===== src/rtl/mul_share_arbiter_pkg.sv =====
// Shared types and constants for the multiplier-sharing arbiter.
//   WIDTH/Q_BITS : fixed-point operand format (unsigned, Q_BITS fractional bits)
//   N_REQ        : number of requesters sharing the multiplier
//   FIFO_DEPTH   : default response FIFO depth
package mul_share_arbiter_pkg;

    localparam int unsigned WIDTH      = 32;
    localparam int unsigned Q_BITS     = 16;
    localparam int unsigned N_REQ      = 4;
    localparam int unsigned FIFO_DEPTH = 4;
    localparam int unsigned TAG_W      = $clog2(N_REQ);

    typedef logic [TAG_W-1:0] mul_tag_t;

    // One FIFO entry: which requester issued the op, and its product.
    typedef struct packed {
        mul_tag_t           tag;
        logic [WIDTH-1:0]   result;
    } mul_rsp_t;

    // Round-robin successor of a requester index.
    function automatic mul_tag_t tag_inc(input mul_tag_t t);
        return (32'(t) == N_REQ - 1) ? '0 : t + 1'b1;
    endfunction

endpackage


===== src/rtl/multiplication.sv =====
// Single-cycle unsigned fixed-point multiplier (no reset on its datapath).
//   start_i      : capture a_i*b_i this cycle
//   a_i, b_i     : operands
//   result_o     : (a*b)[WIDTH+Q_BITS-1:Q_BITS], truncated, one cycle after start_i
//   valid_o      : start_i delayed one cycle (undefined until first clock)
module multiplication #(
    parameter int unsigned WIDTH  = 32,
    parameter int unsigned Q_BITS = 16
) (
    input  logic             clk,
    input  logic             start_i,
    input  logic [WIDTH-1:0] a_i,
    input  logic [WIDTH-1:0] b_i,
    output logic [WIDTH-1:0] result_o,
    output logic             valid_o
);

    localparam int unsigned PW = 2 * WIDTH;

    logic [WIDTH-1:0] result_q;
    logic             valid_q;

    // Full-width product, shifted down by the fraction and truncated.
    always_ff @(posedge clk) begin
        valid_q <= start_i;
        if (start_i) begin
            result_q <= WIDTH'((PW'(a_i) * PW'(b_i)) >> Q_BITS);
        end
    end

    assign result_o = result_q;
    assign valid_o  = valid_q;

endmodule


===== src/rtl/rr_arbiter.sv =====
// Combinational round-robin arbiter.
//   req_i : request vector
//   ptr_i : highest-priority index for this cycle
//   en_i  : grant enable; when low no grant is produced
//   gnt_o : one-hot (or zero) grant, first request at or above ptr_i with wrap
module rr_arbiter #(
    parameter int unsigned N = 4
) (
    input  logic [N-1:0]         req_i,
    input  logic [$clog2(N)-1:0] ptr_i,
    input  logic                 en_i,
    output logic [N-1:0]         gnt_o
);

    localparam int unsigned PW = $clog2(N);

    logic [PW-1:0] idx;
    logic          found;

    // Walk the requests starting at ptr_i; the first hit wins.
    always_comb begin
        gnt_o = '0;
        found = 1'b0;
        idx   = '0;
        for (int unsigned k = 0; k < N; k++) begin
            idx = PW'((32'(ptr_i) + k) % N);
            if (en_i && !found && req_i[idx]) begin
                gnt_o[idx] = 1'b1;
                found      = 1'b1;
            end
        end
    end

endmodule


===== src/rtl/mul_share_arbiter.sv =====
// Shares one multiplier between N_REQ requesters with round-robin arbitration.
// Products return through an in-order response FIFO; issue is gated by credits
// so the FIFO can never overflow.
//   req_valid/req_ready : per-requester request handshake (ready is the grant)
//   req_a/req_b         : packed operands, requester i at [i*WIDTH +: WIDTH]
//   rsp_valid/rsp_ready : one-hot response valid for the FIFO head's requester
//   rsp_result          : head product (zero when FIFO empty)
//   idle                : nothing in flight and FIFO empty
module mul_share_arbiter
    import mul_share_arbiter_pkg::*;
#(
    parameter int unsigned DEPTH = FIFO_DEPTH
) (
    input  logic                     clk,
    input  logic                     rst_n,
    input  logic [N_REQ-1:0]         req_valid,
    output logic [N_REQ-1:0]         req_ready,
    input  logic [N_REQ*WIDTH-1:0]   req_a,
    input  logic [N_REQ*WIDTH-1:0]   req_b,
    output logic [N_REQ-1:0]         rsp_valid,
    input  logic [N_REQ-1:0]         rsp_ready,
    output logic [WIDTH-1:0]         rsp_result,
    output logic                     idle
);

    localparam int unsigned PTR_W = (DEPTH > 1) ? $clog2(DEPTH) : 1;
    localparam int unsigned CNT_W = $clog2(DEPTH + 1);

    mul_tag_t           rr_ptr_q, rr_ptr_d;
    logic [N_REQ-1:0]   gnt;
    logic               can_issue;
    logic               issue;
    mul_tag_t           gnt_idx;
    logic [WIDTH-1:0]   mul_a, mul_b, mul_result;
    logic               mul_valid_unused;

    logic               inflight_v_q;
    mul_tag_t           inflight_tag_q;

    mul_rsp_t           mem_q [DEPTH];
    logic [PTR_W-1:0]   wr_ptr_q, rd_ptr_q;
    logic [CNT_W-1:0]   count_q;
    logic [CNT_W:0]     occupancy;
    mul_rsp_t           head;
    logic               has_rsp;
    logic               push, pop;

    function automatic logic [PTR_W-1:0] ptr_inc(input logic [PTR_W-1:0] p);
        return (32'(p) == DEPTH - 1) ? '0 : p + 1'b1;
    endfunction

    // Credits: FIFO entries plus the product still in the multiplier. A pop in
    // this cycle is deliberately not credited, keeping rsp_ready off req_ready.
    assign occupancy = {1'b0, count_q} + (CNT_W + 1)'(inflight_v_q);
    assign can_issue = occupancy < (CNT_W + 1)'(DEPTH);

    rr_arbiter #(
        .N (N_REQ)
    ) u_arb (
        .req_i (req_valid),
        .ptr_i (rr_ptr_q),
        .en_i  (can_issue),
        .gnt_o (gnt)
    );

    assign req_ready = gnt;
    assign issue     = |gnt;

    // Encode the grant and steer the winner's operands to the multiplier.
    always_comb begin
        gnt_idx = '0;
        mul_a   = '0;
        mul_b   = '0;
        for (int unsigned i = 0; i < N_REQ; i++) begin
            if (gnt[i]) begin
                gnt_idx = TAG_W'(i);
                mul_a   = req_a[i*WIDTH +: WIDTH];
                mul_b   = req_b[i*WIDTH +: WIDTH];
            end
        end
    end

    assign rr_ptr_d = issue ? tag_inc(gnt_idx) : rr_ptr_q;

    // The multiplier's own valid is unreset; inflight_v_q tracks it instead.
    multiplication #(
        .WIDTH  (WIDTH),
        .Q_BITS (Q_BITS)
    ) u_mul (
        .clk      (clk),
        .start_i  (issue),
        .a_i      (mul_a),
        .b_i      (mul_b),
        .result_o (mul_result),
        .valid_o  (mul_valid_unused)
    );

    assign head    = mem_q[rd_ptr_q];
    assign has_rsp = count_q != '0;
    assign push    = inflight_v_q;
    assign pop     = has_rsp && rsp_ready[head.tag];

    // Only the head requester's valid is raised; other rsp_ready bits are ignored.
    always_comb begin
        rsp_valid = '0;
        if (has_rsp) begin
            rsp_valid[head.tag] = 1'b1;
        end
    end

    assign rsp_result = has_rsp ? head.result : '0;
    assign idle       = !inflight_v_q && !has_rsp;

    // Control state: arbitration pointer, in-flight tracking, FIFO pointers.
    always_ff @(posedge clk or negedge rst_n) begin
        if (!rst_n) begin
            rr_ptr_q       <= '0;
            inflight_v_q   <= 1'b0;
            inflight_tag_q <= '0;
            wr_ptr_q       <= '0;
            rd_ptr_q       <= '0;
            count_q        <= '0;
        end else begin
            rr_ptr_q     <= rr_ptr_d;
            inflight_v_q <= issue;
            if (issue) begin
                inflight_tag_q <= gnt_idx;
            end
            if (push) begin
                wr_ptr_q <= ptr_inc(wr_ptr_q);
            end
            if (pop) begin
                rd_ptr_q <= ptr_inc(rd_ptr_q);
            end
            if (push && !pop) begin
                count_q <= count_q + CNT_W'(1);
            end else if (pop && !push) begin
                count_q <= count_q - CNT_W'(1);
            end
        end
    end

    // FIFO storage; contents are only observed through count_q, so no reset.
    always_ff @(posedge clk) begin
        if (push) begin
            mem_q[wr_ptr_q] <= '{tag: inflight_tag_q, result: mul_result};
        end
    end

endmodule


===== config.mk =====
export PLATFORM = sky130hd
export DESIGN_NAME = mul_share_arbiter
export DESIGN_NICKNAME = d
export VERILOG_FILES = /design/src/rtl/mul_share_arbiter_pkg.sv /design/src/rtl/multiplication.sv /design/src/rtl/rr_arbiter.sv /design/src/rtl/mul_share_arbiter.sv
export SDC_FILE = /design/constraint.sdc
export NUM_CORES = 2
export LEC_CHECK = 0
export ABC_AREA = 0
export CAP_MARGIN = 10
export CELL_PAD_IN_SITES_DETAIL_PLACEMENT = 1
export CELL_PAD_IN_SITES_GLOBAL_PLACEMENT = 1
export CORE_ASPECT_RATIO = 0.5
export CORE_MARGIN = 1.5
export CORE_UTILIZATION = 40
export CTS_BUF_LIST = sky130_fd_sc_hd__clkbuf_2 sky130_fd_sc_hd__clkbuf_4 sky130_fd_sc_hd__clkbuf_8
export CTS_CLUSTER_SIZE = 12
export DETAILED_ROUTE_END_ITERATION = 8
export DONT_BUFFER_PORTS = 1
export PLACE_DENSITY_LB_ADDON = 0.1
export SYNTH_ARGS = -nofsm -noshare
export SYNTH_HDL_FRONTEND = slang
export SYNTH_SLANG_ARGS = --single-unit

===== constraint.sdc =====
create_clock -name clk -period 13.6 [get_ports clk]
set_input_delay 0 -clock clk [delete_from_list [all_inputs] [get_ports clk]]
set_output_delay 0 -clock clk [all_outputs]
set_load 0.01 [all_outputs]

Word level (Yosys, flattened, before mapping) --
Memories as Yosys holds them, arrays and structs flattened. Index checks and enable logic that the tools add are counted.
Storage, ports and cells: register bits 44, latch bits 0, RAM bits 136, bits in read-only memories 0, word-level logic and storage cells 107, memories kept 1
Memory list:
- mem_q | depth 4, width 34, read ports 1, clocked after memory_dff 0, write ports 1, line mul_share_arbiter.sv:40 | mul_rsp_t mem_q [DEPTH];
Cells by class: add/subtract/negate cells 9, $mul 1, divide/modulo/power cells 0, order comparisons 11, equality and inequality tests 3, shift operators 0, multiplexer cells 47, bitwise gates (word level) 3, reductions and logical operators 25
Operator list (count):
- 2-to-1 mux 32 bit | 9
- multiplier 32 x 32 -> 48 bit | 1
- 2-to-1 mux 4 bit | 5
- logical AND 1 bit | 16
- 2-to-1 mux 1 bit | 16
- < comparator 2 x 3 -> 1 bit, second input constant | 5
- bitwise OR 4 bit | 3
- binary-select mux 1 bit (select 2 bit) | 5
- demux 1 bit (select 2 bit) | 5
- greater-or-equal comparator 2 x 1 -> 1 bit, second input constant | 5
- 2-to-1 mux 2 bit | 5
- adder 2 x 1 -> 2 bit, second input constant | 4
- == test 2 bit, second input constant | 3
- zero test 1 bit | 6
- 2-to-1 mux 3 bit | 2
- adder 2 bit, second input constant | 2
- adder 3 x 1 -> 4 bit | 1
- < comparator 4 x 3 -> 1 bit, second input constant | 1
- OR reduction 4 bit | 1
- adder 3 x 1 -> 3 bit, second input constant | 1
- nonzero test 3 bit | 1
- subtractor 3 x 1 -> 3 bit, second input constant | 1
- nonzero test 2 bit | 1

Longest topological paths before layout --
depth in word-level cells 21, gate-level depth with buffers 46, gate-level depth less buffers 40

Modules after synthesis --
A second synthesis with hierarchy kept.
Second synthesis, totals: cells, all modules 3622, area, all modules 36298.6 µm²
By module, submodules not included:
- multiplication | times used 1, cells each 3065, area an instance 28640.0 µm²
- mul_share_arbiter | times used 1, cells each 514, area an instance 7273.2 µm²
- rr_arbiter | times used 1, cells each 43, area an instance 385.4 µm²

Worst setup path before layout --
No wires, ideal clock.
path kind register to register, start reg rr_ptr_q[0], end reg u_mul.result_q[25] (netlist: u_mul.result_o[25]) (data pin), arrival 9.964 ns, required time 13.342 ns, path slack 3.378 ns, stages on the path, launching flop included 42, path buffers 5, clock period less this slack 10.222 ns, path through dfrtp_1 > buf_6 > inv_1 > ha_1 > mux4_2 > o311a_1 > a21o_1 > clkinv_2 > buf_6 > clkbuf_1 > buf_1 > a221o_1 > o21ai_0 > o21ai_1 > clkbuf_1 > nand2_1 > fa_1 > inv_1 > [... 6 more ...] > inv_1 > fa_1 > inv_1 > fa_1 > fa_1 > ha_1 > a21oi_1 > o21ai_0 > a21o_1 > a21o_1 > a21o_1 > a21o_1 > a21o_1 > a21oi_1 > o31ai_2 > a21o_1 > a31oi_1 > xnor2_1
RTL lines:
- start: declaration | line mul_share_arbiter.sv:29 | mul_tag_t rr_ptr_q, rr_ptr_d;
- start signal: assignment | line mul_share_arbiter.sv:124 | rr_ptr_q <= rr_ptr_d;
- branches (longest 15 deep; another with < comparator 2 x 3 -> 1 bit)
- 2-to-1 mux 4 bit * | line rr_arbiter.sv:27 | if (en_i && !found && req_i[idx]) begin
- net req_ready[2] | line mul_share_arbiter.sv:17 | output logic [N_REQ-1:0] req_ready,
- 2-to-1 mux 32 bit (2 in a row) | line mul_share_arbiter.sv:75 | if (gnt[i]) begin
- multiplier 32 x 32 -> 48 bit * | line multiplication.sv:27 | result_q <= WIDTH'((PW'(a_i) * PW'(b_i)) >> Q_BITS);
- end signal: assignment | line multiplication.sv:27
- end: declaration | line multiplication.sv:20 | logic [WIDTH-1:0] result_q;
Mark *: on every way through the listed nets, which the timed path passes. The select of a mux whose other input is x is not followed. A chain may end at the register's enable or synchronous reset.

Final worst setup path --
start reg rr_ptr_q[0], end reg u_mul.result_q[30] (netlist: u_mul.result_o[30]) (data pin)
Between the ends: word-level cells in the longest chain between the ends 21
Ends and longest elaborated chain (line):
- branches (longest 15 deep; another with < comparator 2 x 3 -> 1 bit)
- 2-to-1 mux 4 bit * | rr_arbiter.sv:27
- 2-to-1 mux 32 bit (4 in a row) | mul_share_arbiter.sv:75
- multiplier 32 x 32 -> 48 bit * | multiplication.sv:27
Every way passes the cells marked *. The select of a mux whose other input is x is not followed.

==> results.sh <==
export IMPL_dieArea_um2=92680
export IMPL_register_area_um2=5346
export IMPL_die_h_um=216.0
export IMPL_routedWlPerCell_um=30.89
export IMPL_ys_types=75
export IMPL_drc_errors=0
export IMPL_crit_buf_inv=8
export IMPL_drtIter0Drc=2297
export IMPL_slowest_delay_ns=0.95
export IMPL_violations="slew limit"
export IMPL_nets=4941
export IMPL_start_util_pct=40.73
export IMPL_crit_top_cell="fa_1"
export IMPL_placed_cells=4874
export IMPL_synth_cells=3791
export IMPL_num_io_pins=307
export IMPL_maxSlewViolCount=1
export IMPL_via_per_inst=5.702
export IMPL_wirelength_um=151900
export IMPL_worst_slew_pin_slew_ns=1.509
export IMPL_h_tree_depth=4
export IMPL_setup_violations=0
export IMPL_period_minus_slack_ns=12.23
export IMPL_yosysSeqAreaShare_pct=14.72
export IMPL_cts_sinks=180
export IMPL_fin_worst_skew_ns=0.01457
export IMPL_rsz0062_at_grt="no"
export IMPL_core_area_um2=89120
export IMPL_grt_remaining_overflow=0
export IMPL_nFillCells=10100
export IMPL_period_share_pct=89.96
export IMPL_syn_area_um2=36300
export IMPL_num_vias=28040
export IMPL_cp_required_ns=13.94
export IMPL_dr_pass1_iters=7
export IMPL_grt_max_degree=74
export IMPL_min_path_type="in2reg"
export IMPL_cp_slowest_cell="o21ai_1"
export IMPL_place_congestion=1.009
export IMPL_cts_tree="done"
export IMPL_ys_seq_elements=180
export IMPL_io_buffers=0
export IMPL_rows=77
export IMPL_async_reset_ff_share_pct=6.667
export IMPL_ant_nets=0
export IMPL_clk_pin_slew_ns=0.10
export IMPL_syn_nets=5022
export IMPL_multi_input_area_um2=27350
export IMPL_clock_path_buffers=2
export IMPL_antenna_found_initial=13
export IMPL_synth_largest_area_cell="fa_1"
export IMPL_maxCapViolations=0
export IMPL_area_growth_pct=5.787
export IMPL_track_usage_pct=33.57
export IMPL_synth_top_cell_area_share_pct=42.96
export IMPL_synth_edff_count=168
export IMPL_critical_path_class="reg2reg"
export IMPL_dpl_hpwl_um=123100
export IMPL_grt_pass1_vias=30520
export IMPL_postSynthAreaPerCell_um2=9.575
export IMPL_finalHoldViolCount=0
export IMPL_relSlewSlack_pct=-0.5905
export IMPL_max_freq_mhz=81.74
export IMPL_tns_ns=0
export IMPL_insertion_delay_ns=0.47
export IMPL_drive_gt1_share_pct=6.849
export IMPL_status="finished with violations"
export IMPL_layoutNonFillerInstCount=4918
export IMPL_end_kind="register"
export IMPL_yosysWarnings=0
export IMPL_die_x_um=429.0
export IMPL_grt_pass1_wl_um=221000
export IMPL_arrival_ns=12.57
export IMPL_cp_max_fo=29
export IMPL_cp_top_family="adder cells"
export IMPL_cts_made_buffers=17
export IMPL_cp_start_kind="register"
export IMPL_post_cts_buffers=0
export IMPL_synth_flop_cell="edfxtp_1"
export IMPL_cts_root_buffer="clkbuf_8"
export IMPL_synth_area_leaders="fa_1 (43%), edfxtp_1 (14%), inv_1 (7.8%)"
-- metal layers --
| metal | track usage (%) | wire length, um | vias up |
|---|---|---|---|
| met5 | 0 | 28 | - |
| met2 | 52.49 | 68490 | 987 |
| met4 | 7.983 | 3533 | 6 |
| li1 | - | - | 11530 |
| met3 | 4.799 | 11130 | 166 |
| met1 | 49.23 | 68740 | 15360 |
-- cell families after synthesis --
logic type                 share of synthesized area (%)
and+or+nand+nor                                    13.13
buffers and inverters                              10.23
adders and majority gates                          49.37
AOI/OAI and AO/OA                                  8.438
DFF                                                14.72
xor gates and xnor gates                           1.654
muxes                                              2.447
-- sequential cells by signal (all words and copies together), names as in the netlist --
| name | cells |
|---|---|
| count_q | 3 |
| inflight_tag_q | 2 |
| inflight_v_q | 1 |
| mem_q | 136 |
| rd_ptr_q | 2 |
| rr_ptr_q | 2 |
| u_mul.result_o | 32 |
| wr_ptr_q | 2 |
-- cells in the mapped netlist, types with 5 or more instances --
| cell type | count |
|---|---|
| or3_1 | 15 |
| mux4_2 | 38 |
| a31oi_1 | 16 |
| xor2_1 | 14 |
| or2_2 | 6 |
| nand3b_1 | 5 |
| inv_1 | 757 |
| nor2_1 | 470 |
| a31o_1 | 5 |
| edfxtp_1 | 168 |
| dfrtp_1 | 12 |
| buf_2 | 18 |
| clkbuf_1 | 165 |
| and3_1 | 12 |
| fa_1 | 779 |
| o21bai_1 | 7 |
| o21a_1 | 36 |
| a21oi_1 | 60 |
| nand3_1 | 15 |
| nor2b_1 | 11 |
| a21o_1 | 39 |
| a22o_1 | 8 |
| nand4_1 | 6 |
| o21ai_0 | 67 |
| nor3_1 | 10 |
| nand2_1 | 516 |
| o221a_2 | 13 |
| nand2b_1 | 18 |
| a221o_1 | 35 |
| o31a_1 | 28 |
| a31o_2 | 16 |
| buf_1 | 20 |
| o21ai_1 | 18 |
| and2_1 | 59 |
| o221ai_1 | 13 |
| xnor2_1 | 52 |
| a311o_1 | 12 |
| ha_1 | 186 |
-- area by class of cell --
cell class                      instances  share of cell area, %
Inverter                              760                  7.439
Tap cell                             1185                  3.861
Clock inverter                         15                 0.5865
Timing Repair Buffer                  111                  2.287
Sequential cell                       180                  13.92
Antenna cell                           10                0.06517
Clock buffer                           17                 0.6093
Multi-Input combinational cell       2640                  71.23
-- layout by cell type, fill, tap and decap left out, types with 17 or more instances in the layout --
master	Yosys	layout
fa_1	779	779
inv_1	757	757
nand2_1	516	516
nor2_1	470	469
ha_1	186	186
edfxtp_1	168	168
buf_4	4	106
a21oi_1	60	59
and2_1	59	59
o21ai_0	67	57
xnor2_1	52	52
mux4_2	38	38
a21o_1	39	38
o21a_1	36	36
a221o_1	35	35
o31a_1	28	28
nand2b_1	18	18
clkbuf_8	0	17
-- timing repair --
action,in CTS,in global routing
hold endpoints to repair,12,0
hold buffers,2,0
resized for setup,0,0
-- metrics by stage --
stage	util [%]	hold slack (ns)	worst slack, ns	instance area [um2]
2_1_floorplan	-	-0.2956	3.378	36300
3_3_place_gp	42.45	-0.2952	1.739	37830
3_5_place_dp	42.52	-0.2952	1.567	37900
4_1_cts	43.06	0.05175	1.544	38380
5_1_grt	43.07	0.08175	0.8815	38380
6_report	43.09	0.09140	1.365	38400
-- worst reg2reg max path, delay by kind of cell (launching register included) --
kind / cells / cell delay, ns
DFF: 1 / 0.69
and+or+nand+nor: 8 / 2.19
muxes: 1 / 0.45
AOI/OAI and AO/OA: 8 / 2.46
adders and majority gates: 10 / 5.16
buffers and inverters: 8 / 1.20
-- path summary, 6_finish.rpt --
path / startpoint / to / slack, ns / cells after the start
min in group asynchronous: rst_n / inflight_tag_q[0] / 0.52 / 2
max reg2reg: rr_ptr_q[0] / u_mul.result_o[30] / 1.37 / 35
min reg2reg: u_mul.result_o[1] / mem_q[1][1] / 0.50 / 0
max in group asynchronous: rst_n / rd_ptr_q[0] / 12.62 / 2
min: rsp_ready[0] / rd_ptr_q[0] / 0.09 / 3
max: rr_ptr_q[0] / u_mul.result_o[30] / 1.37 / 35
Power is left out: the tool's default activity adds up to more than one toggle a clock period on the data nets, which glitch-free logic cannot reach.
